<file path="src/rtl/orange_lut_eval_if.sv">
// Stream bundle for orange_lut_eval: the serial truth-table load, the evaluation
// input and the registered result.
interface orange_lut_eval_if #(
    parameter int N_IN = 5
);
    logic            cfg_valid;
    logic            cfg_ready;
    logic            cfg_bit;
    logic            in_valid;
    logic            in_ready;
    logic [N_IN-1:0] in_vec;
    logic            out_valid;
    logic            out_ready;
    logic            y;

    modport master (
        output cfg_valid, cfg_bit, in_valid, in_vec, out_ready,
        input  cfg_ready, in_ready, out_valid, y
    );

    modport slave (
        input  cfg_valid, cfg_bit, in_valid, in_vec, out_ready,
        output cfg_ready, in_ready, out_valid, y
    );
endinterface

</file>
<file path="src/rtl/orange_lut_eval.sv">
// Programmable N_IN-input Boolean function: a serially loaded truth table,
// a one-deep registered evaluation stream and an on-set counting sweep.
//
// state | meaning
// IDLE  | evaluations accepted; waits for cfg_start / sweep_start
// LOAD  | shifting cfg_bit into the shadow table, minterm 0 first
// SWEEP | walking minterms 0..TT_W-1 and summing the active table
module orange_lut_eval #(
    parameter int                   N_IN       = 5,
    parameter logic [(1<<N_IN)-1:0] DEFAULT_TT = '0
) (
    input  logic             clk,
    input  logic             reset,
    input  logic             cfg_start,
    input  logic             sweep_start,
    output logic             sweep_busy,
    output logic             sweep_done,
    output logic [N_IN:0]    minterm_cnt,
    orange_lut_eval_if.slave bus
);
    localparam int TT_W = 1 << N_IN;
    localparam int CW   = N_IN + 1;

    typedef enum logic [1:0] {IDLE, LOAD, SWEEP} state_t;

    state_t          state, state_nxt;
    logic [N_IN-1:0] idx;
    logic [TT_W-1:0] shadow, shadow_wr, active;
    logic [CW-1:0]   acc, acc_sum;
    logic            cfg_fire, in_fire, idx_last;

    assign cfg_fire = bus.cfg_valid & bus.cfg_ready;
    assign in_fire  = bus.in_valid & bus.in_ready;
    assign idx_last = &idx;
    assign acc_sum  = acc + CW'(active[idx]);

    // The last bit goes straight into the active table together with the rest.
    always_comb begin
        shadow_wr      = shadow;
        shadow_wr[idx] = bus.cfg_bit;
    end

    always_comb begin
        state_nxt     = state;
        bus.cfg_ready = 1'b0;
        bus.in_ready  = 1'b0;
        sweep_busy    = 1'b0;
        unique case (state)
            IDLE: begin
                bus.in_ready = ~bus.out_valid | bus.out_ready;
                if (cfg_start)
                    state_nxt = LOAD;
                else if (sweep_start)
                    state_nxt = SWEEP;
            end
            LOAD: begin
                bus.cfg_ready = 1'b1;
                if (cfg_fire && idx_last)
                    state_nxt = IDLE;
            end
            SWEEP: begin
                sweep_busy = 1'b1;
                if (idx_last)
                    state_nxt = IDLE;
            end
            default: state_nxt = IDLE;
        endcase
    end

    always_ff @(posedge clk) begin
        if (reset)
            state <= IDLE;
        else
            state <= state_nxt;
    end

    always_ff @(posedge clk) begin
        if (reset) begin
            idx           <= '0;
            shadow        <= '0;
            active        <= DEFAULT_TT;
            acc           <= '0;
            minterm_cnt   <= '0;
            sweep_done    <= 1'b0;
            bus.out_valid <= 1'b0;
            bus.y         <= 1'b0;
        end else begin
            sweep_done <= 1'b0;

            if (state == LOAD && cfg_fire) begin
                shadow <= shadow_wr;
                if (idx_last) begin
                    active <= shadow_wr;
                    idx    <= '0;
                end else begin
                    idx <= idx + 1'b1;
                end
            end

            if (state == SWEEP) begin
                if (idx_last) begin
                    minterm_cnt <= acc_sum;
                    sweep_done  <= 1'b1;
                    acc         <= '0;
                    idx         <= '0;
                end else begin
                    acc <= acc_sum;
                    idx <= idx + 1'b1;
                end
            end

            if (in_fire) begin
                bus.out_valid <= 1'b1;
                bus.y         <= active[bus.in_vec];
            end else if (bus.out_ready) begin
                bus.out_valid <= 1'b0;
            end
        end
    end
endmodule

</file>
<file path="src/flat_wrapper.sv">
// flat-port wrapper written by rule: the top's interface ports become plain ports
module orange_lut_eval_flat 
#(
    parameter int                   N_IN       = 5,
    parameter logic [(1<<N_IN)-1:0] DEFAULT_TT = '0
)
  (clk, reset, cfg_start, sweep_start, sweep_busy, sweep_done, minterm_cnt, bus_cfg_valid, bus_cfg_bit, bus_in_valid, bus_in_vec, bus_out_ready, bus_cfg_ready, bus_in_ready, bus_out_valid, bus_y);
  orange_lut_eval_if #(.N_IN(N_IN)) bus_i ();
  input  logic clk;
  input  logic reset;
  input  logic cfg_start;
  input  logic sweep_start;
  output logic sweep_busy;
  output logic sweep_done;
  output logic [N_IN:0] minterm_cnt;
  input wire logic [$bits(bus_i.cfg_valid)-1:0] bus_cfg_valid;
  input wire logic [$bits(bus_i.cfg_bit)-1:0] bus_cfg_bit;
  input wire logic [$bits(bus_i.in_valid)-1:0] bus_in_valid;
  input wire logic [$bits(bus_i.in_vec)-1:0] bus_in_vec;
  input wire logic [$bits(bus_i.out_ready)-1:0] bus_out_ready;
  output wire logic [$bits(bus_i.cfg_ready)-1:0] bus_cfg_ready;
  output wire logic [$bits(bus_i.in_ready)-1:0] bus_in_ready;
  output wire logic [$bits(bus_i.out_valid)-1:0] bus_out_valid;
  output wire logic [$bits(bus_i.y)-1:0] bus_y;
  assign bus_i.cfg_valid = bus_cfg_valid;
  assign bus_i.cfg_bit = bus_cfg_bit;
  assign bus_i.in_valid = bus_in_valid;
  assign bus_i.in_vec = bus_in_vec;
  assign bus_i.out_ready = bus_out_ready;
  assign bus_cfg_ready = bus_i.cfg_ready;
  assign bus_in_ready = bus_i.in_ready;
  assign bus_out_valid = bus_i.out_valid;
  assign bus_y = bus_i.y;
  orange_lut_eval #(.N_IN(N_IN), .DEFAULT_TT(DEFAULT_TT)) u_core (.clk(clk), .reset(reset), .cfg_start(cfg_start), .sweep_start(sweep_start), .sweep_busy(sweep_busy), .sweep_done(sweep_done), .minterm_cnt(minterm_cnt), .bus(bus_i));
endmodule
</file>
<file path="config.mk">
export PLATFORM = sky130hd
export DESIGN_NAME = orange_lut_eval_flat
export DESIGN_NICKNAME = d
export VERILOG_FILES = /design/src/rtl/orange_lut_eval_if.sv /design/src/rtl/orange_lut_eval.sv /design/src/flat_wrapper.sv
export SDC_FILE = /design/constraint.sdc
export NUM_CORES = 1
export LEC_CHECK = 0
export CAP_MARGIN = 15
export CORE_MARGIN = 2
export CORE_UTILIZATION = 55
export DETAILED_ROUTE_END_ITERATION = 6
export DONT_BUFFER_PORTS = 1
export PLACE_DENSITY = 0.68
export SKIP_CTS_REPAIR_TIMING = 1
export SLEW_MARGIN = 20
export SYNTH_ARGS = -nofsm -noshare
export SYNTH_HDL_FRONTEND = slang
export SYNTH_SLANG_ARGS = --single-unit
</file>
<file path="constraint.sdc">
create_clock -name clk -period 2.85 [get_ports clk]
set_input_delay 0.285 -clock clk [delete_from_list [all_inputs] [get_ports clk]]
set_output_delay 0.285 -clock clk [all_outputs]
set_load 0.05 [all_outputs]
</file>
=== Yosys cells after proc, flatten, opt, wreduce, memory -nomap -nowiden ===
Index checks and enable logic that the tools add are counted.

* Register bits after elaboration: 86
* Word-level logic and storage cells: 57

* Add/sub/neg operators: 2
* Magnitude comparators: 3
* Eq/ne operators: 5
* Multiplexer cells: 22
* Bitwise operators: 5
* Reduce and logical (&&, ||, !) cells: 11

{| class="wikitable"
|+ Operators with widths
! operator !! count
|-
| bitwise mux 32 bit || 1
|-
| two-way mux 5 bit || 3
|-
| < comparator 5 x 6 -> 1 bit (second input constant) || 2
|-
| AND reduction 6 bit || 2
|-
| binary-select mux 1 bit (select 5 bit) || 2
|-
| two-way mux 1 bit || 9
|-
| two-way mux 2 bit || 4
|-
| adder 6 x 1 -> 6 bit || 1
|-
| two-way mux 6 bit || 1
|-
| case mux 2 bit (3 select lines) || 1
|-
| adder 5 x 1 -> 5 bit (second input constant) || 1
|-
| demux 1 bit (select 5 bit) || 1
|-
| >= comparator 5 x 1 -> 1 bit (second input constant) || 1
|-
| AND reduction 5 bit || 1
|-
| inequality test 2 x 1 -> 1 bit (second input constant) || 2
|-
| nonzero test 2 bit || 2
|-
| logical AND 1 bit || 3
|-
| inequality test 3 bit (second input constant) || 1
|-
| AND reduction 3 bit || 1
|-
| bitwise AND 1 bit || 2
|-
| equality test 2 x 1 -> 1 bit (second input constant) || 1
|-
| equality test 2 bit (second input constant) || 1
|-
| logical NOT 2 bit || 1
|-
| NOT 1 bit || 2
|-
| other kinds (2) || 2
|}

=== Longest topological paths before layout ===
Gate-level depths: netlist (run 1).

* Depth after elaboration: 6
* Mapped depth: 12
* Depth with buffers taken out: 11

=== Least setup slack after synthesis (run 1) ===
No wires, ideal clock.

* Path type: register -> register
* Start point: reg u_core.idx[0]
* End point: reg u_core.acc[4]
* Setup time: 0.128 ns
* Arrival: 2.441 ns
* Data required time: 2.722 ns
* Path slack: 0.281 ns
* Cell stages (with the launch flop): 12
* Period minus slack after synthesis: 2.569 ns
* Path through: dfxtp_1 > buf_2 > mux4_2 > a22oi_1 > nand4_1 > ha_1 > ha_1 > nand3_1 > xor2_1 > nor3_1 > a21oi_1 > nor2_1

* Longest elaborated chain between the ends: 4
* Elaborated cells on any way between the ends: 5
* Those cells by class: add/sub (1); mux (3); reduce/logical (1)

{| class="wikitable"
|+ Ends and longest elaborated chain
! what !! RTL line !! source
|-
| from (decl) || orange_lut_eval.sv:27 || <nowiki>logic [N_IN-1:0] idx;</nowiki>
|-
| from (signal assigned) || orange_lut_eval.sv:96 || <nowiki>idx <= idx + 1'b1;</nowiki>
|-
| from (signal assigned) || orange_lut_eval.sv:108 || <nowiki>idx <= idx + 1'b1;</nowiki>
|-
| binary-select mux 1 bit (select 5 bit) || orange_lut_eval.sv:35 || <nowiki>assign acc_sum = acc + CW'(active[idx]);</nowiki>
|-
| two-way mux 1 bit (implied by the code) || orange_lut_eval.sv:35 ||
|-
| adder 6 x 1 -> 6 bit || orange_lut_eval.sv:35 ||
|-
| two-way mux 6 bit (*) || orange_lut_eval.sv:101 || <nowiki>if (idx_last) begin</nowiki>
|-
| to (signal assigned) || orange_lut_eval.sv:107 || <nowiki>acc <= acc_sum;</nowiki>
|-
| to (decl) || orange_lut_eval.sv:29 || <nowiki>logic [CW-1:0] acc, acc_sum;</nowiki>
|}

Every way passes the cells marked *; elsewhere a longest branch is shown, timed or not. The select of a mux whose other input is x is not followed.
A chain may end at the register's enable or synchronous reset.

=== Worst setup path after layout (run 1) ===
Ends and elaborated chain as after synthesis.

==> report_table.html, run 1 <==
<table>
<tr><th>Metric</th><th>Value</th></tr>
<tr><th colspan="2">Run status</th></tr>
<tr><td>Result of the run</td><td>finished, final reports clean</td></tr>
<tr><th colspan="2">Power</th></tr>
<tr><td>Power share of the sequential group</td><td>48.9%</td></tr>
<tr><td>Clock network fraction of design power</td><td>44.2%</td></tr>
<tr><td>Maximum ir drop on the vdd rail</td><td>0.289 mV</td></tr>
<tr><td>Total leakage power</td><td>around 1.6 nW</td></tr>
<tr><td>Cell area power density</td><td>512 mW/mm^2</td></tr>
<tr><td>Total chip power</td><td>between 2 and 3 mW</td></tr>
<tr><td>Switching pwr</td><td>0.593 mW</td></tr>
<tr><td>Design internal power</td><td>1.94 mW</td></tr>
<tr><td>Combinational group share of total power</td><td>under 10%</td></tr>
<tr><td>Net switching fraction of the power</td><td>between 20% and 30%</td></tr>
<tr><th colspan="2">Die</th></tr>
<tr><td>Number of primary I/O pins</td><td>25</td></tr>
<tr><td>Overall die width</td><td>95.4 um</td></tr>
<tr><td>Placement row count</td><td>33</td></tr>
<tr><td>Placeable core region</td><td>roughly 0.0082 mm^2</td></tr>
<tr><td>Die area</td><td>0.00910 mm^2</td></tr>
<tr><td>Die height</td><td>95.4 um</td></tr>
<tr><td>Starting utilization of the core area</td><td>roughly 56%</td></tr>
<tr><th colspan="2">Logic synthesis</th></tr>
<tr><td>Largest area contributor in the netlist</td><td>sky130_fd_sc_hd__dfxtp_1</td></tr>
<tr><td>Number of instances in the synthesized netlist</td><td>around 550</td></tr>
<tr><td>Top flip-flop cell by instance count after synthesis</td><td>sky130_fd_sc_hd__dfxtp_1</td></tr>
<tr><td>Number of enable-type register cells in the synthesized netlist</td><td>0</td></tr>
<tr><td>Seq cells post-synth</td><td>86</td></tr>
<tr><td>Synthesized area per cell</td><td>8.29 um^2</td></tr>
<tr><td>Yosys warning count</td><td>0</td></tr>
<tr><td>Post-synth cell types</td><td>41</td></tr>
<tr><td>Share of the synthesized area in the top cell type</td><td>about 37%</td></tr>
<tr><td>Post-synthesis instance area</td><td>0.00459 mm^2</td></tr>
<tr><td>Sequential area share after synthesis</td><td>between 30 and 40%</td></tr>
<tr><td>Post-Synthesis Net Count</td><td>around 570</td></tr>
<tr><td>Share of synthesized flip-flops with an asynchronous set or reset</td><td>0%</td></tr>
<tr><td>Top post-synthesis cells by area</td><td>sky130_fd_sc_hd__dfxtp_1, sky130_fd_sc_hd__nand3_1, sky130_fd_sc_hd__nand2_1</td></tr>
<tr><th colspan="2">GRT</th></tr>
<tr><td>Number of antenna violations at the first check in global routing</td><td>0</td></tr>
<tr><td>Pin count of the biggest net entering global routing</td><td>87</td></tr>
<tr><td>GR Util All Layers</td><td>between 20% and 30%</td></tr>
<tr><td>Vias in the first global route</td><td>3569</td></tr>
<tr><td>First-pass GRT wire length</td><td>18700 um</td></tr>
<tr><td>Global route overflow</td><td>0</td></tr>
<tr><th colspan="2">Timing</th></tr>
<tr><td>Max Clock Freq</td><td>0.381 GHz</td></tr>
<tr><td>Minimum period implied by the final worst setup slack</td><td>2620 ps</td></tr>
<tr><td>Final number of hold-violating endpoints</td><td>0</td></tr>
<tr><td>Worst max-slew margin expressed relative to the limit</td><td>36.0%</td></tr>
<tr><td>Setup total negative slack</td><td>0 ps</td></tr>
<tr><td>Final max-slew violation count</td><td>0</td></tr>
<tr><td>Final worst slack</td><td>~230 ps</td></tr>
<tr><td>Setup-failing EPs final</td><td>0</td></tr>
<tr><td>Tightest hold margin</td><td>46.5 ps</td></tr>
<tr><td>Transition time at the pin with the least slew margin</td><td>~960 ps</td></tr>
<tr><td>Crit share post-route</td><td>92.1%</td></tr>
<tr><td>Worst setup skew after layout</td><td>9.02 ps</td></tr>
<tr><td>Setup repair after global routing missed its margin</td><td>false</td></tr>
<tr><th colspan="2">Flow run</th></tr>
<tr><td>Number of max-capacitance violations reported</td><td>0</td></tr>
<tr><th colspan="2">Route</th></tr>
<tr><td>DR iter-0 viols</td><td>468</td></tr>
<tr><td>Final ANT Viol Nets</td><td>0</td></tr>
<tr><td>Final routed DRC violation total</td><td>0</td></tr>
<tr><td>Routed wire length per instance</td><td>18.8 um</td></tr>
<tr><td>Number of vias in the routed layout</td><td>4073</td></tr>
<tr><td>Detailed-route vias per instance</td><td>6.32</td></tr>
<tr><td>Detailed-routing iteration count for the pre-antenna-repair pass</td><td>5</td></tr>
<tr><td>Wire length after detailed routing</td><td>12100 um</td></tr>
<tr><th colspan="2">Critical path</th></tr>
<tr><td>Critical path data required time</td><td>3100 ps</td></tr>
<tr><td>R2R Setup Slk</td><td>230 ps</td></tr>
<tr><td>Type of origin of the critical path</td><td>register</td></tr>
<tr><td>Data arrival time of the worst path</td><td>roughly 2900 ps</td></tr>
<tr><td>Critical Setup Path Class</td><td>register to register</td></tr>
<tr><td>Crit. End Element</td><td>register</td></tr>
<tr><td>Worst-path fanout max</td><td>9</td></tr>
<tr><td>Number of cells on the worst reg-to-reg path</td><td>10</td></tr>
<tr><th colspan="2">Layout</th></tr>
<tr><td># diodes</td><td>0</td></tr>
<tr><td>Layout overhead on the synthesized area</td><td>7.52%</td></tr>
<tr><td>Final std cell area, no fill</td><td>0.00494 mm^2</td></tr>
<tr><td>Finished Layout Cells</td><td>644</td></tr>
<tr><td>Layout cell share with drive strength beyond 1</td><td>12.6%</td></tr>
<tr><td>Number of nets in the finished design</td><td>around 560</td></tr>
<tr><td>End-of-flow core utilization</td><td>60.4%</td></tr>
<tr><th colspan="2">Place</th></tr>
<tr><td>Number of cells in the design after placement</td><td>626</td></tr>
<tr><td>Count of input and output buffers</td><td>0</td></tr>
<tr><td>Post-DP Area</td><td>0.00462 mm^2</td></tr>
<tr><td>Routability congestion estimate</td><td>0.852</td></tr>
<tr><td>Detailed placement HPWL</td><td>7670 um</td></tr>
<tr><td>Setup slack after placement</td><td>around 26 ps</td></tr>
<tr><th colspan="2">Clocking</th></tr>
<tr><td>CTS buffer count</td><td>9</td></tr>
<tr><td>TritonCTS clock tree</td><td>built</td></tr>
<tr><td>Clock Root Buffer</td><td>sky130_fd_sc_hd__clkbuf_8</td></tr>
<tr><td>Clock latency reported for the late side of the worst-skew pair</td><td>350 ps</td></tr>
<tr><td>Clock sink count</td><td>86</td></tr>
<tr><td>Post-CTS clock slew at the launch and capture registers of the worst setup and hold paths</td><td>90 ps</td></tr>
<tr><td>Maximum level of the CTS H-tree</td><td>3</td></tr>
<tr><td>Maximum root-to-sink buffer count</td><td>2</td></tr>
<tr><th colspan="2">Worst hold path</th></tr>
<tr><td>Kind of path behind the tightest hold check</td><td>input port to register</td></tr>
<tr><td>Hold path cells</td><td>1</td></tr>
</table>
==> per-layer routing <==
layer | track usage (%) | up-vias | wire, um
li1 | - | 1943 | -
met1 | 40.0 | 1947 | 5690
met2 | 39.7 | 165 | 5320
met3 | 5.53 | 18 | 886
met4 | 7.86 | 0 | 201
met5 | 0 | - | 0
==> synth_stat cells (3+ instances only) <==
cell	count
sky130_fd_sc_hd__dfxtp_1	86
sky130_fd_sc_hd__nand2_1	76
sky130_fd_sc_hd__nand3_1	61
sky130_fd_sc_hd__nor2_1	58
sky130_fd_sc_hd__a21oi_1	41
sky130_fd_sc_hd__clkbuf_1	35
sky130_fd_sc_hd__o21ai_0	31
sky130_fd_sc_hd__mux2i_1	25
sky130_fd_sc_hd__a311oi_2	15
sky130_fd_sc_hd__a211oi_1	14
sky130_fd_sc_hd__a311oi_1	13
sky130_fd_sc_hd__a22oi_1	8
sky130_fd_sc_hd__mux4_2	8
sky130_fd_sc_hd__and2_1	7
sky130_fd_sc_hd__buf_2	7
sky130_fd_sc_hd__ha_1	7
sky130_fd_sc_hd__nor3b_1	6
sky130_fd_sc_hd__nand2b_1	5
sky130_fd_sc_hd__a31oi_1	4
sky130_fd_sc_hd__buf_6	4
sky130_fd_sc_hd__inv_1	4
sky130_fd_sc_hd__nor2b_1	4
sky130_fd_sc_hd__nor3_1	4
sky130_fd_sc_hd__and3_1	3
sky130_fd_sc_hd__buf_4	3
sky130_fd_sc_hd__nand3b_1	3
==> power groups by stage <==
stage / combinational [mW] / clock, mW / sequential (mW)
floorplan: 0.148 / 0 / 1.26
global placement: 0.138 / 0 / 1.26
detailed placement: 0.141 / 0 / 1.26
CTS: 0.141 / 1.12 / 1.24
global route: 0.187 / 1.17 / 1.24
finish: 0.174 / 1.12 / 1.24
==> cells in the final DEF, fill, tap and decap left out, types with 3 or more instances in the layout <==
cell type	instances
sky130_fd_sc_hd__mux4_2	8
sky130_fd_sc_hd__bufinv_16	4
sky130_fd_sc_hd__inv_1	4
sky130_fd_sc_hd__a311oi_1	13
sky130_fd_sc_hd__nand2b_1	5
sky130_fd_sc_hd__and3_1	3
sky130_fd_sc_hd__dfxtp_1	85
sky130_fd_sc_hd__nor3_1	4
sky130_fd_sc_hd__nor2_1	58
sky130_fd_sc_hd__nand2_1	76
sky130_fd_sc_hd__buf_4	19
sky130_fd_sc_hd__and2_1	7
sky130_fd_sc_hd__nor3b_1	5
sky130_fd_sc_hd__nand3_1	61
sky130_fd_sc_hd__a21oi_1	41
sky130_fd_sc_hd__mux2i_1	25
sky130_fd_sc_hd__clkbuf_8	9
sky130_fd_sc_hd__a22oi_1	8
sky130_fd_sc_hd__a211oi_1	14
sky130_fd_sc_hd__a31oi_1	4
sky130_fd_sc_hd__nand3b_1	3
sky130_fd_sc_hd__ha_1	7
sky130_fd_sc_hd__o21ai_0	31
sky130_fd_sc_hd__a311oi_2	15
sky130_fd_sc_hd__nor2b_1	4
==> cell type report <==
type / count / area (um^2)
clock buffers: 9 / 124
repair buffers: 23 / 220
fillers: 729 / 3240
flip-flops and latches: 86 / 1720
well taps: 105 / 131
clock inverters: 6 / 135
multi-input cells: 411 / 2590
inverters: 4 / 15.0
==> worst paths after layout <==
path                                  from                       endpoint
max reg2reg     u_core.idx[0]$_SDFFE_PP0P_     u_core.acc[4]$_SDFFE_PP0P_
max             u_core.idx[0]$_SDFFE_PP0P_     u_core.acc[4]$_SDFFE_PP0P_
min                          bus_cfg_valid   u_core.state[1]$_SDFFE_PP0P_
min reg2reg  u_core.shadow[3]$_SDFFE_PP0P_  u_core.shadow[3]$_SDFFE_PP0P_
==> state kept, by name, summed over array words and instances, names as in the netlist <==
| name | flops |
|---|---|
| u_core.active | 32 |
| u_core.shadow | 32 |
| u_core.acc | 6 |
| u_core.minterm_cnt | 6 |
| u_core.idx | 5 |
| u_core.state | 2 |
| u_core.bus.out_valid | 1 |
| u_core.bus.y | 1 |
| u_core.sweep_done | 1 |
==> cell families (layout without fill, tap and decap cells) <==
family	Yosys count	after routing	synth area share, %
muxes	33	33	9.37
AOI/OAI and AO/OA	128	128	19.8
DFF	86	86	37.5
buffers and inverters	57	42	6.24
adders and majority gates	7	7	1.91
and+or+nand+nor	239	239	24.4
xor gates and xnor gates	4	4	0.763
==> critical path: stages (launching register included) <==
cell and delay, ps:
sky130_fd_sc_hd__dfxtp_2 510, sky130_fd_sc_hd__mux4_2 540, sky130_fd_sc_hd__a22oi_1 210, sky130_fd_sc_hd__nand4_1 220
sky130_fd_sc_hd__ha_1 280, sky130_fd_sc_hd__ha_1 200, sky130_fd_sc_hd__nand3_1 100, sky130_fd_sc_hd__xor2_1 200
sky130_fd_sc_hd__nor3_1 70, sky130_fd_sc_hd__a21oi_1 140, sky130_fd_sc_hd__nor2_1 50
Power figures use the tool's default switching activity.
==> run 2, diff against run 1 <==
--- a/config.mk
+++ b/config.mk
@@ -6,7 +6,7 @@
 export NUM_CORES = 1
 export LEC_CHECK = 0
 export CAP_MARGIN = 15
-export CORE_MARGIN = 2
+export CORE_MARGIN = 1.5
 export CORE_UTILIZATION = 55
 export DETAILED_ROUTE_END_ITERATION = 6
 export DONT_BUFFER_PORTS = 1
==> report_table.html, run 2 (synthesis results as in run 1) <==
<table>
<tr><th>Metric</th><th>Value</th></tr>
<tr><th colspan="2">Run status</th></tr>
<tr><td>Result of the run</td><td>finished, final reports clean</td></tr>
<tr><th colspan="2">Clocking</th></tr>
<tr><td>CTS buffer count</td><td>9 (unchanged)</td></tr>
<tr><td>Clock sink count</td><td>86 (unchanged)</td></tr>
<tr><td>Clock latency reported for the late side of the worst-skew pair</td><td>360 ps (about the same)</td></tr>
<tr><td>Maximum level of the CTS H-tree</td><td>3 (unchanged)</td></tr>
<tr><td>Post-CTS clock slew at the launch and capture registers of the worst setup and hold paths</td><td>90 ps (about the same)</td></tr>
<tr><td>Maximum root-to-sink buffer count</td><td>2 (unchanged)</td></tr>
<tr><td>Clock Root Buffer</td><td>sky130_fd_sc_hd__clkbuf_8</td></tr>
<tr><td>TritonCTS clock tree</td><td>built</td></tr>
<tr><th colspan="2">Layout</th></tr>
<tr><td>Layout cell share with drive strength beyond 1</td><td>12.6% (-0.047 points)</td></tr>
<tr><td>Number of nets in the finished design</td><td>556 (+0.18%)</td></tr>
<tr><td>Final std cell area, no fill</td><td>0.00490 mm^2 (-0.84%)</td></tr>
<tr><td>Layout overhead on the synthesized area</td><td>6.62%</td></tr>
<tr><td># diodes</td><td>0 (unchanged)</td></tr>
<tr><td>Top library cells by usage in the layout, fill and taps aside</td><td>sky130_fd_sc_hd__dfxtp_1, sky130_fd_sc_hd__nand2_1, sky130_fd_sc_hd__nand3_1</td></tr>
<tr><td>Registers with the most flip-flops</td><td>u_core.active: 32 flops, u_core.shadow: 32 flops</td></tr>
<tr><td>Finished Layout Cells</td><td>646 (+0.31%)</td></tr>
<tr><td>Count of filler cells inserted in the layout</td><td>723 (-0.82%)</td></tr>
<tr><td>Most common cell after layout, fill and taps aside</td><td>sky130_fd_sc_hd__dfxtp_1</td></tr>
<tr><th colspan="2">GRT</th></tr>
<tr><td>Vias in the first global route</td><td>3586 (+0.48%)</td></tr>
<tr><td>GR met1 Demand/Resource</td><td>39.9% (-0.13 points)</td></tr>
<tr><td>First-pass GRT wire length</td><td>18900 um (+1.4%)</td></tr>
<tr><td>Global route overflow</td><td>0 (unchanged)</td></tr>
<tr><td>GR met2 Demand/Resource</td><td>41.7% (+2.0 points)</td></tr>
<tr><td>Gr busiest metal</td><td>met2</td></tr>
<tr><td>Grt met3 use</td><td>6.60% (+1.1 points)</td></tr>
<tr><td>Number of antenna violations at the first check in global routing</td><td>0 (unchanged)</td></tr>
<tr><td>GR Util All Layers</td><td>27.8% (+0.81 points)</td></tr>
<tr><td>Pin count of the biggest net entering global routing</td><td>87 (unchanged)</td></tr>
<tr><th colspan="2">Route</th></tr>
<tr><td>Detailed-routing iteration count for the pre-antenna-repair pass</td><td>5 (unchanged)</td></tr>
<tr><td>Wire length after detailed routing</td><td>11900 um (-1.4%)</td></tr>
<tr><td>Detailed-route vias per instance</td><td>6.21 (-1.9%)</td></tr>
<tr><td>Final routed DRC violation total</td><td>0 (unchanged)</td></tr>
<tr><td>Number of vias in the routed layout</td><td>4009 (-1.6%)</td></tr>
<tr><td>Final ANT Viol Nets</td><td>0 (unchanged)</td></tr>
<tr><td>Routed wire length per instance</td><td>18.5 um (-1.7%)</td></tr>
<tr><td>DR iter-0 viols</td><td>241 (-49%)</td></tr>
<tr><th colspan="2">Critical path</th></tr>
<tr><td>Data arrival time of the worst path</td><td>2820 ps (-50 ps)</td></tr>
<tr><td>Worst-path fanout max</td><td>12 (+3)</td></tr>
<tr><td>R2R Setup Slk</td><td>270 ps (+50 ps)</td></tr>
<tr><td>Beginning of the worst register-to-register path</td><td>u_core.idx[0]$_SDFFE_PP0P_</td></tr>
<tr><td>Critical R2R Capture</td><td>u_core.acc[4]$_SDFFE_PP0P_</td></tr>
<tr><td>Number of cells on the worst reg-to-reg path</td><td>11 (+1)</td></tr>
<tr><td>Crit. End Element</td><td>register</td></tr>
<tr><td>Type of origin of the critical path</td><td>register</td></tr>
<tr><td>Critical Setup Path Class</td><td>register to register</td></tr>
<tr><td>Critical path data required time</td><td>3100 ps (about the same)</td></tr>
<tr><th colspan="2">Die</th></tr>
<tr><td>Die height</td><td>94.4 um (-1.0%)</td></tr>
<tr><td>Placement row count</td><td>33 (unchanged)</td></tr>
<tr><td>Die area</td><td>0.00891 mm^2 (-2.1%)</td></tr>
<tr><td>Overall die width</td><td>94.4 um (-1.0%)</td></tr>
<tr><td>Starting utilization of the core area</td><td>56.5% (+0.29 points)</td></tr>
<tr><td>Placeable core region</td><td>0.00813 mm^2 (-0.51%)</td></tr>
<tr><td>Number of primary I/O pins</td><td>25 (unchanged)</td></tr>
<tr><th colspan="2">Timing</th></tr>
<tr><td>Transition time at the pin with the least slew margin</td><td>940 ps (-15.5 ps)</td></tr>
<tr><td>Worst max-slew margin expressed relative to the limit</td><td>37.1% (+1.0 points)</td></tr>
<tr><td>Setup-failing EPs final</td><td>0 (unchanged)</td></tr>
<tr><td>Max Clock Freq</td><td>0.388 GHz (+1.7%)</td></tr>
<tr><td>Tightest hold margin</td><td>36.2 ps (-10.3 ps)</td></tr>
<tr><td>Minimum period implied by the final worst setup slack</td><td>2580 ps (-45.0 ps)</td></tr>
<tr><td>Worst setup skew after layout</td><td>14.2 ps (+5.18 ps)</td></tr>
<tr><td>Setup repair after global routing missed its margin</td><td>false</td></tr>
<tr><td>Final number of hold-violating endpoints</td><td>0 (unchanged)</td></tr>
<tr><td>Setup total negative slack</td><td>0 ps (unchanged)</td></tr>
<tr><td>Crit share post-route</td><td>90.5% (-1.6 points)</td></tr>
<tr><td>Final max-slew violation count</td><td>0 (unchanged)</td></tr>
<tr><th colspan="2">Power</th></tr>
<tr><td>Design internal power</td><td>1.79 mW (-7.5%)</td></tr>
<tr><td>Clock network fraction of design power</td><td>40.6% (-3.6 points)</td></tr>
<tr><td>Maximum ir drop on the vdd rail</td><td>0.223 mV (-23%)</td></tr>
<tr><td>Power share of the sequential group</td><td>51.9% (+3.0 points)</td></tr>
<tr><td>Cell area power density</td><td>485 mW/mm^2 (-5.4%)</td></tr>
<tr><td>Net switching fraction of the power</td><td>24.6% (+1.1 points)</td></tr>
<tr><td>Total leakage power</td><td>1.55 nW (-0.53%)</td></tr>
<tr><td>Switching pwr</td><td>0.583 mW (-1.7%)</td></tr>
<tr><td>Combinational group share of total power</td><td>7.5% (+0.6 points)</td></tr>
<tr><th colspan="2">Worst hold path</th></tr>
<tr><td>Startpoint of the worst hold path</td><td>bus_cfg_valid</td></tr>
<tr><td>Capture endpoint of the worst hold path</td><td>u_core.state[1]$_SDFFE_PP0P_</td></tr>
<tr><td>Hold path cells</td><td>1 (unchanged)</td></tr>
<tr><td>Kind of path behind the tightest hold check</td><td>input port to register</td></tr>
<tr><th colspan="2">Place</th></tr>
<tr><td>Count of input and output buffers</td><td>0 (unchanged)</td></tr>
<tr><td>Number of cells in the design after placement</td><td>628 (+0.32%)</td></tr>
<tr><td>Routability congestion estimate</td><td>0.956 (+12%)</td></tr>
<tr><td>Post-DP Area</td><td>0.00464 mm^2 (+0.33%)</td></tr>
<tr><td>Detailed placement HPWL</td><td>7990 um (+4.1%)</td></tr>
<tr><th colspan="2">Flow run</th></tr>
<tr><td>Number of max-capacitance violations reported</td><td>0 (unchanged)</td></tr>
</table>
==> run 2: cell types whose count changed in the layout (fill, tap and decap cells not counted) <==
cell                         delta
sky130_fd_sc_hd__clkinvlp_4     -2
sky130_fd_sc_hd__clkinv_4       +2
sky130_fd_sc_hd__buf_12         -1
sky130_fd_sc_hd__buf_4          +2
sky130_fd_sc_hd__clkbuf_8       +1
sky130_fd_sc_hd__clkbuf_1       +1
sky130_fd_sc_hd__dfxtp_1        +1
sky130_fd_sc_hd__clkinv_2       +1
sky130_fd_sc_hd__dfxtp_2        -1
sky130_fd_sc_hd__bufinv_16      -2
==> run 2: worst max path at each step <==
stage | from | endpoint | slack (ps) | cells after the start
2_1_floorplan | u_core.idx[0]$_SDFFE_PP0P_ | u_core.acc[4]$_SDFFE_PP0P_ | 280 | 11
3_3_place_gp | u_core.idx[0]$_SDFFE_PP0P_ | u_core.acc[4]$_SDFFE_PP0P_ | 350 | 11
3_5_place_dp | u_core.idx[0]$_SDFFE_PP0P_ | u_core.acc[4]$_SDFFE_PP0P_ | 310 | 11
4_1_cts | u_core.idx[0]$_SDFFE_PP0P_ | u_core.acc[4]$_SDFFE_PP0P_ | 300 | 11
5_1_grt | u_core.idx[0]$_SDFFE_PP0P_ | u_core.acc[4]$_SDFFE_PP0P_ | 120 | 11
6_report | u_core.idx[0]$_SDFFE_PP0P_ | u_core.acc[4]$_SDFFE_PP0P_ | 270 | 11
==> run 2: cell type report <==
type | count | area (um^2) | share of cell area [%]
sequential | 86 | 1720 | 35.2
clock buffer | 11 | 141 | 2.89
clock inverter | 5 | 82.6 | 1.69
tap | 105 | 131 | 2.68
multi-input combinational | 411 | 2590 | 52.9
timing repair buffer | 24 | 215 | 4.39
inverter | 4 | 15.0 | 0.307
==> run 2: routing by layer <==
metal  up-vias  share of wire, %
met1      1905                47
met2       138                45
met5         -                 0
met4         0               1.6
met3        19               7.0
li1       1947                 -
==> run 2: worst max-delay path, cell delays in order (launching register included) <==
cell and delay, ps:
sky130_fd_sc_hd__dfxtp_1 340, sky130_fd_sc_hd__buf_4 210, sky130_fd_sc_hd__mux4_2 520, sky130_fd_sc_hd__a22oi_1 210, sky130_fd_sc_hd__nand4_1 150, sky130_fd_sc_hd__ha_1 240
sky130_fd_sc_hd__ha_1 230, sky130_fd_sc_hd__nand3_1 110, sky130_fd_sc_hd__xor2_1 200, sky130_fd_sc_hd__nor3_1 70, sky130_fd_sc_hd__a21oi_1 150, sky130_fd_sc_hd__nor2_1 50
==> run 2: metrics by stage <==
step	setup slack [ps]	utilization, %	total power, mW
2_1_floorplan	281	-	1.41
5_1_grt	124	60.2	2.46
4_1_cts	300	59.7	2.37
3_3_place_gp	351	57.0	1.41
3_5_place_dp	314	57.0	1.41
6_report	271	60.2	2.37
==> run 2: power groups by stage <==
stage          logic, mW  registers (mW)  clock network [mW]
4_1_cts            0.150            1.23               0.987
3_5_place_dp       0.150            1.26                   0
3_3_place_gp       0.147            1.26                   0
2_1_floorplan      0.148            1.26                   0
6_report           0.179            1.23               0.963
5_1_grt            0.194            1.23                1.03
==> run 3, diff against run 2 <==
--- a/config.mk
+++ b/config.mk
@@ -6,12 +6,15 @@
 export NUM_CORES = 1
 export LEC_CHECK = 0
 export CAP_MARGIN = 15
+export CELL_PAD_IN_SITES_DETAIL_PLACEMENT = 1
+export CELL_PAD_IN_SITES_GLOBAL_PLACEMENT = 1
 export CORE_MARGIN = 1.5
-export CORE_UTILIZATION = 55
+export CORE_UTILIZATION = 48
 export DETAILED_ROUTE_END_ITERATION = 6
 export DONT_BUFFER_PORTS = 1
-export PLACE_DENSITY = 0.68
+export PLACE_DENSITY = 0.77
 export SKIP_CTS_REPAIR_TIMING = 1
+export SKIP_LAST_GASP = 1
 export SLEW_MARGIN = 20
 export SYNTH_ARGS = -nofsm -noshare
 export SYNTH_HDL_FRONTEND = slang
==> report_table.html, run 3 (synthesis results as in run 1) <==
<table>
<tr><th>Metric</th><th>Value</th></tr>
<tr><th colspan="2">Clocking</th></tr>
<tr><td>Post-CTS clock slew at the launch and capture registers of the worst setup and hold paths</td><td>90 ps (about the same)</td></tr>
<tr><td>CTS buffer count</td><td>9 (unchanged)</td></tr>
<tr><td>Maximum level of the CTS H-tree</td><td>3 (unchanged)</td></tr>
<tr><td>Clock Root Buffer</td><td>sky130_fd_sc_hd__clkbuf_8</td></tr>
<tr><td>Clock sink count</td><td>86 (unchanged)</td></tr>
<tr><td>TritonCTS clock tree</td><td>built</td></tr>
<tr><td>Clock latency reported for the late side of the worst-skew pair</td><td>380 ps (+20 ps)</td></tr>
<tr><td>Maximum root-to-sink buffer count</td><td>2 (unchanged)</td></tr>
<tr><th colspan="2">Timing</th></tr>
<tr><td>Max Clock Freq</td><td>0.376 GHz (-3.0%)</td></tr>
<tr><td>Final max-slew violation count</td><td>0 (unchanged)</td></tr>
<tr><td>Final number of hold-violating endpoints</td><td>0 (unchanged)</td></tr>
<tr><td>Setup total negative slack</td><td>0 ps (unchanged)</td></tr>
<tr><td>Worst setup skew after layout</td><td>10.9 ps (-3.33 ps)</td></tr>
<tr><td>Transition time at the pin with the least slew margin</td><td>950 ps (+9.86 ps)</td></tr>
<tr><td>Setup repair after global routing missed its margin</td><td>false</td></tr>
<tr><td>Minimum period implied by the final worst setup slack</td><td>2660 ps (+79.3 ps)</td></tr>
<tr><td>Worst max-slew margin expressed relative to the limit</td><td>36.5% (-0.51 points)</td></tr>
<tr><td>Setup-failing EPs final</td><td>0 (unchanged)</td></tr>
<tr><td>Crit share post-route</td><td>93.3% (+2.8 points)</td></tr>
<tr><td>Tightest hold margin</td><td>19.9 ps (-16.3 ps)</td></tr>
<tr><th colspan="2">Critical path</th></tr>
<tr><td>Type of origin of the critical path</td><td>register</td></tr>
<tr><td>WP depth</td><td>11 (unchanged)</td></tr>
<tr><td>Top cell by count, worst path</td><td>sky130_fd_sc_hd__ha_1</td></tr>
<tr><td>Critical path data required time</td><td>3110 ps (about the same)</td></tr>
<tr><td>Number of buffer and inverter instances along the worst setup path</td><td>1 (unchanged)</td></tr>
<tr><td>Number of cells on the worst reg-to-reg path</td><td>11 (unchanged)</td></tr>
<tr><td>Crit-path max cell delay</td><td>530 ps (about the same)</td></tr>
<tr><td>Critical path, cell by cell</td><td>buf_4 -&gt; mux4_2 -&gt; a22oi_1 -&gt; nand4_1 -&gt; ha_1 -&gt; ha_1 -&gt; nand3_1 -&gt; xor2_1 -&gt; nor3_1 -&gt; a21oi_1 -&gt; nor2_1</td></tr>
<tr><td>Master of the slowest instance on the critical path</td><td>sky130_fd_sc_hd__mux4_2</td></tr>
<tr><td>Crit. End Element</td><td>register</td></tr>
<tr><td>Gate family responsible for the most delay along the worst path</td><td>multiplexers</td></tr>
<tr><td>Data arrival time of the worst path</td><td>2920 ps (+100 ps)</td></tr>
<tr><td>Worst-path fanout max</td><td>8 (-4)</td></tr>
<tr><td>Critical Setup Path Class</td><td>register to register</td></tr>
<tr><th colspan="2">Worst hold path</th></tr>
<tr><td>Kind of path behind the tightest hold check</td><td>input port to register</td></tr>
<tr><td>Hold path cells</td><td>1 (unchanged)</td></tr>
<tr><th colspan="2">Layout</th></tr>
<tr><td>Final std cell area, no fill</td><td>0.00488 mm^2 (-0.41%)</td></tr>
<tr><td>Number of nets in the finished design</td><td>557 (+0.18%)</td></tr>
<tr><td>Layout cell share with drive strength beyond 1</td><td>12.5% (-0.023 points)</td></tr>
<tr><td># diodes</td><td>0 (unchanged)</td></tr>
<tr><td>Registers with the most flip-flops</td><td>u_core.active: 32 flops, u_core.shadow: 32 flops</td></tr>
<tr><td>Top library cells by usage in the layout, fill and taps aside</td><td>sky130_fd_sc_hd__dfxtp_1, sky130_fd_sc_hd__nand2_1, sky130_fd_sc_hd__nand3_1</td></tr>
<tr><td>Finished Layout Cells</td><td>671 (+3.9%)</td></tr>
<tr><td>Most common cell after layout, fill and taps aside</td><td>sky130_fd_sc_hd__dfxtp_1</td></tr>
<tr><td>Layout overhead on the synthesized area</td><td>6.18%</td></tr>
<tr><td>Count of filler cells inserted in the layout</td><td>1129 (+56%)</td></tr>
<tr><th colspan="2">Route</th></tr>
<tr><td>Detailed-routing iteration count for the pre-antenna-repair pass</td><td>5 (unchanged)</td></tr>
<tr><td>Final ANT Viol Nets</td><td>0 (unchanged)</td></tr>
<tr><td>Detailed-route vias per instance</td><td>6.19 (-0.20%)</td></tr>
<tr><td>Final routed DRC violation total</td><td>0 (unchanged)</td></tr>
<tr><td>Wire length after detailed routing</td><td>13500 um (+13%)</td></tr>
<tr><td>Routed wire length per instance</td><td>20.1 um (+8.9%)</td></tr>
<tr><td>DR iter-0 viols</td><td>195 (-19%)</td></tr>
<tr><td>Number of vias in the routed layout</td><td>4156 (+3.7%)</td></tr>
<tr><th colspan="2">GRT</th></tr>
<tr><td>Number of antenna violations at the first check in global routing</td><td>0 (unchanged)</td></tr>
<tr><td>Pin count of the biggest net entering global routing</td><td>87 (unchanged)</td></tr>
<tr><td>Vias in the first global route</td><td>4181 (+17%)</td></tr>
<tr><td>First-pass GRT wire length</td><td>21700 um (+15%)</td></tr>
<tr><td>Global route overflow</td><td>0 (unchanged)</td></tr>
<tr><td>GR Util All Layers</td><td>27.8% (about the same)</td></tr>
<tr><th colspan="2">Die</th></tr>
<tr><td>Die area</td><td>0.0102 mm^2 (+14%)</td></tr>
<tr><td>Starting utilization of the core area</td><td>49.7% (-6.8 points)</td></tr>
<tr><td>Die height</td><td>101 um (+6.8%)</td></tr>
<tr><td>Placeable core region</td><td>0.00924 mm^2 (+14%)</td></tr>
<tr><td>Overall die width</td><td>101 um (+6.8%)</td></tr>
<tr><td>Number of primary I/O pins</td><td>25 (unchanged)</td></tr>
<tr><td>Placement row count</td><td>35 (+6.1%)</td></tr>
<tr><th colspan="2">Place</th></tr>
<tr><td>Detailed placement HPWL</td><td>9340 um (+17%)</td></tr>
<tr><td>Number of cells in the design after placement</td><td>654 (+4.1%)</td></tr>
<tr><td>Routability congestion estimate</td><td>0.923 (-3.4%)</td></tr>
<tr><td>Post-DP Area</td><td>0.00468 mm^2 (+0.97%)</td></tr>
<tr><td>Count of input and output buffers</td><td>0 (unchanged)</td></tr>
<tr><th colspan="2">Power</th></tr>
<tr><td>Cell area power density</td><td>455 mW/mm^2 (-6.0%)</td></tr>
<tr><td>Total chip power</td><td>2.22 mW (-6.4%)</td></tr>
<tr><td>Maximum ir drop on the vdd rail</td><td>0.212 mV (-5.0%)</td></tr>
<tr><td>Total leakage power</td><td>1.52 nW (-1.8%)</td></tr>
<tr><th colspan="2">Run status</th></tr>
<tr><td>Result of the run</td><td>finished, final reports clean</td></tr>
<tr><th colspan="2">Flow run</th></tr>
<tr><td>Number of max-capacitance violations reported</td><td>0 (unchanged)</td></tr>
</table>
run 3: cell types whose count changed in the layout (fill, tap and decap cells not counted), sizes merged:
cell,change
clkinvlp,+2
buf,+2
clkbuf,+2
dlygate4sd3,-1
clkinv,-2
bufinv,-2
run 3: power by group:
| group | switching, mW | internal [mW] |
|---|---|---|
| sequential | 0.0200 | 1.21 |
| combinational | 0.126 | 0.0586 |
| clock | 0.464 | 0.341 |
run 3: final timing paths:
path / end / slack, ps / start
min reg2reg: u_core.shadow[23]$_SDFFE_PP0P_ / 480 / u_core.shadow[23]$_SDFFE_PP0P_
min: u_core.state[1]$_SDFFE_PP0P_ / 20 / bus_cfg_valid
max: u_core.acc[4]$_SDFFE_PP0P_ / 190 / u_core.idx[0]$_SDFFE_PP0P_
max reg2reg: u_core.acc[4]$_SDFFE_PP0P_ / 190 / u_core.idx[0]$_SDFFE_PP0P_
run 3: worst register-to-register path, delay by kind of cell (launching register included):
kind,cells,cell delay [ps]
multiplexers,1,540
flip-flops,1,330
XOR/XNOR,1,210
adder cells (fa/ha/maj),2,480
AO/OA/AOI/OAI,2,350
AND/OR/NAND/NOR,4,420
buffers and inverters,1,210
run 3: per-stage QoR:
stage / utilization [%] / setup slack [ps]
finish: 52.8 / 192
CTS: 52.5 / 187
detailed placement: 50.7 / 200
global placement: 50.7 / 269
global route: 52.8 / 21.0
floorplan: - / 281
run 3: layer usage:
layer	share of wire [%]	track usage, %	vias to the layer above
met5	0	0	-
met4	1.6	8.88	0
met3	5.3	4.44	17
met2	47	45.0	122
met1	46	38.0	2069
li1	-	-	1948
run 3: cell type report:
class / instances / area [um^2] / area share, %
timing repair buffer: 25 / 220 / 4.52
multi-input combinational: 411 / 2590 / 53.1
inverter: 4 / 15.0 / 0.308
clock inverter: 3 / 20.0 / 0.410
sequential: 86 / 1720 / 35.3
tap: 129 / 161 / 3.31
clock buffer: 13 / 149 / 3.05
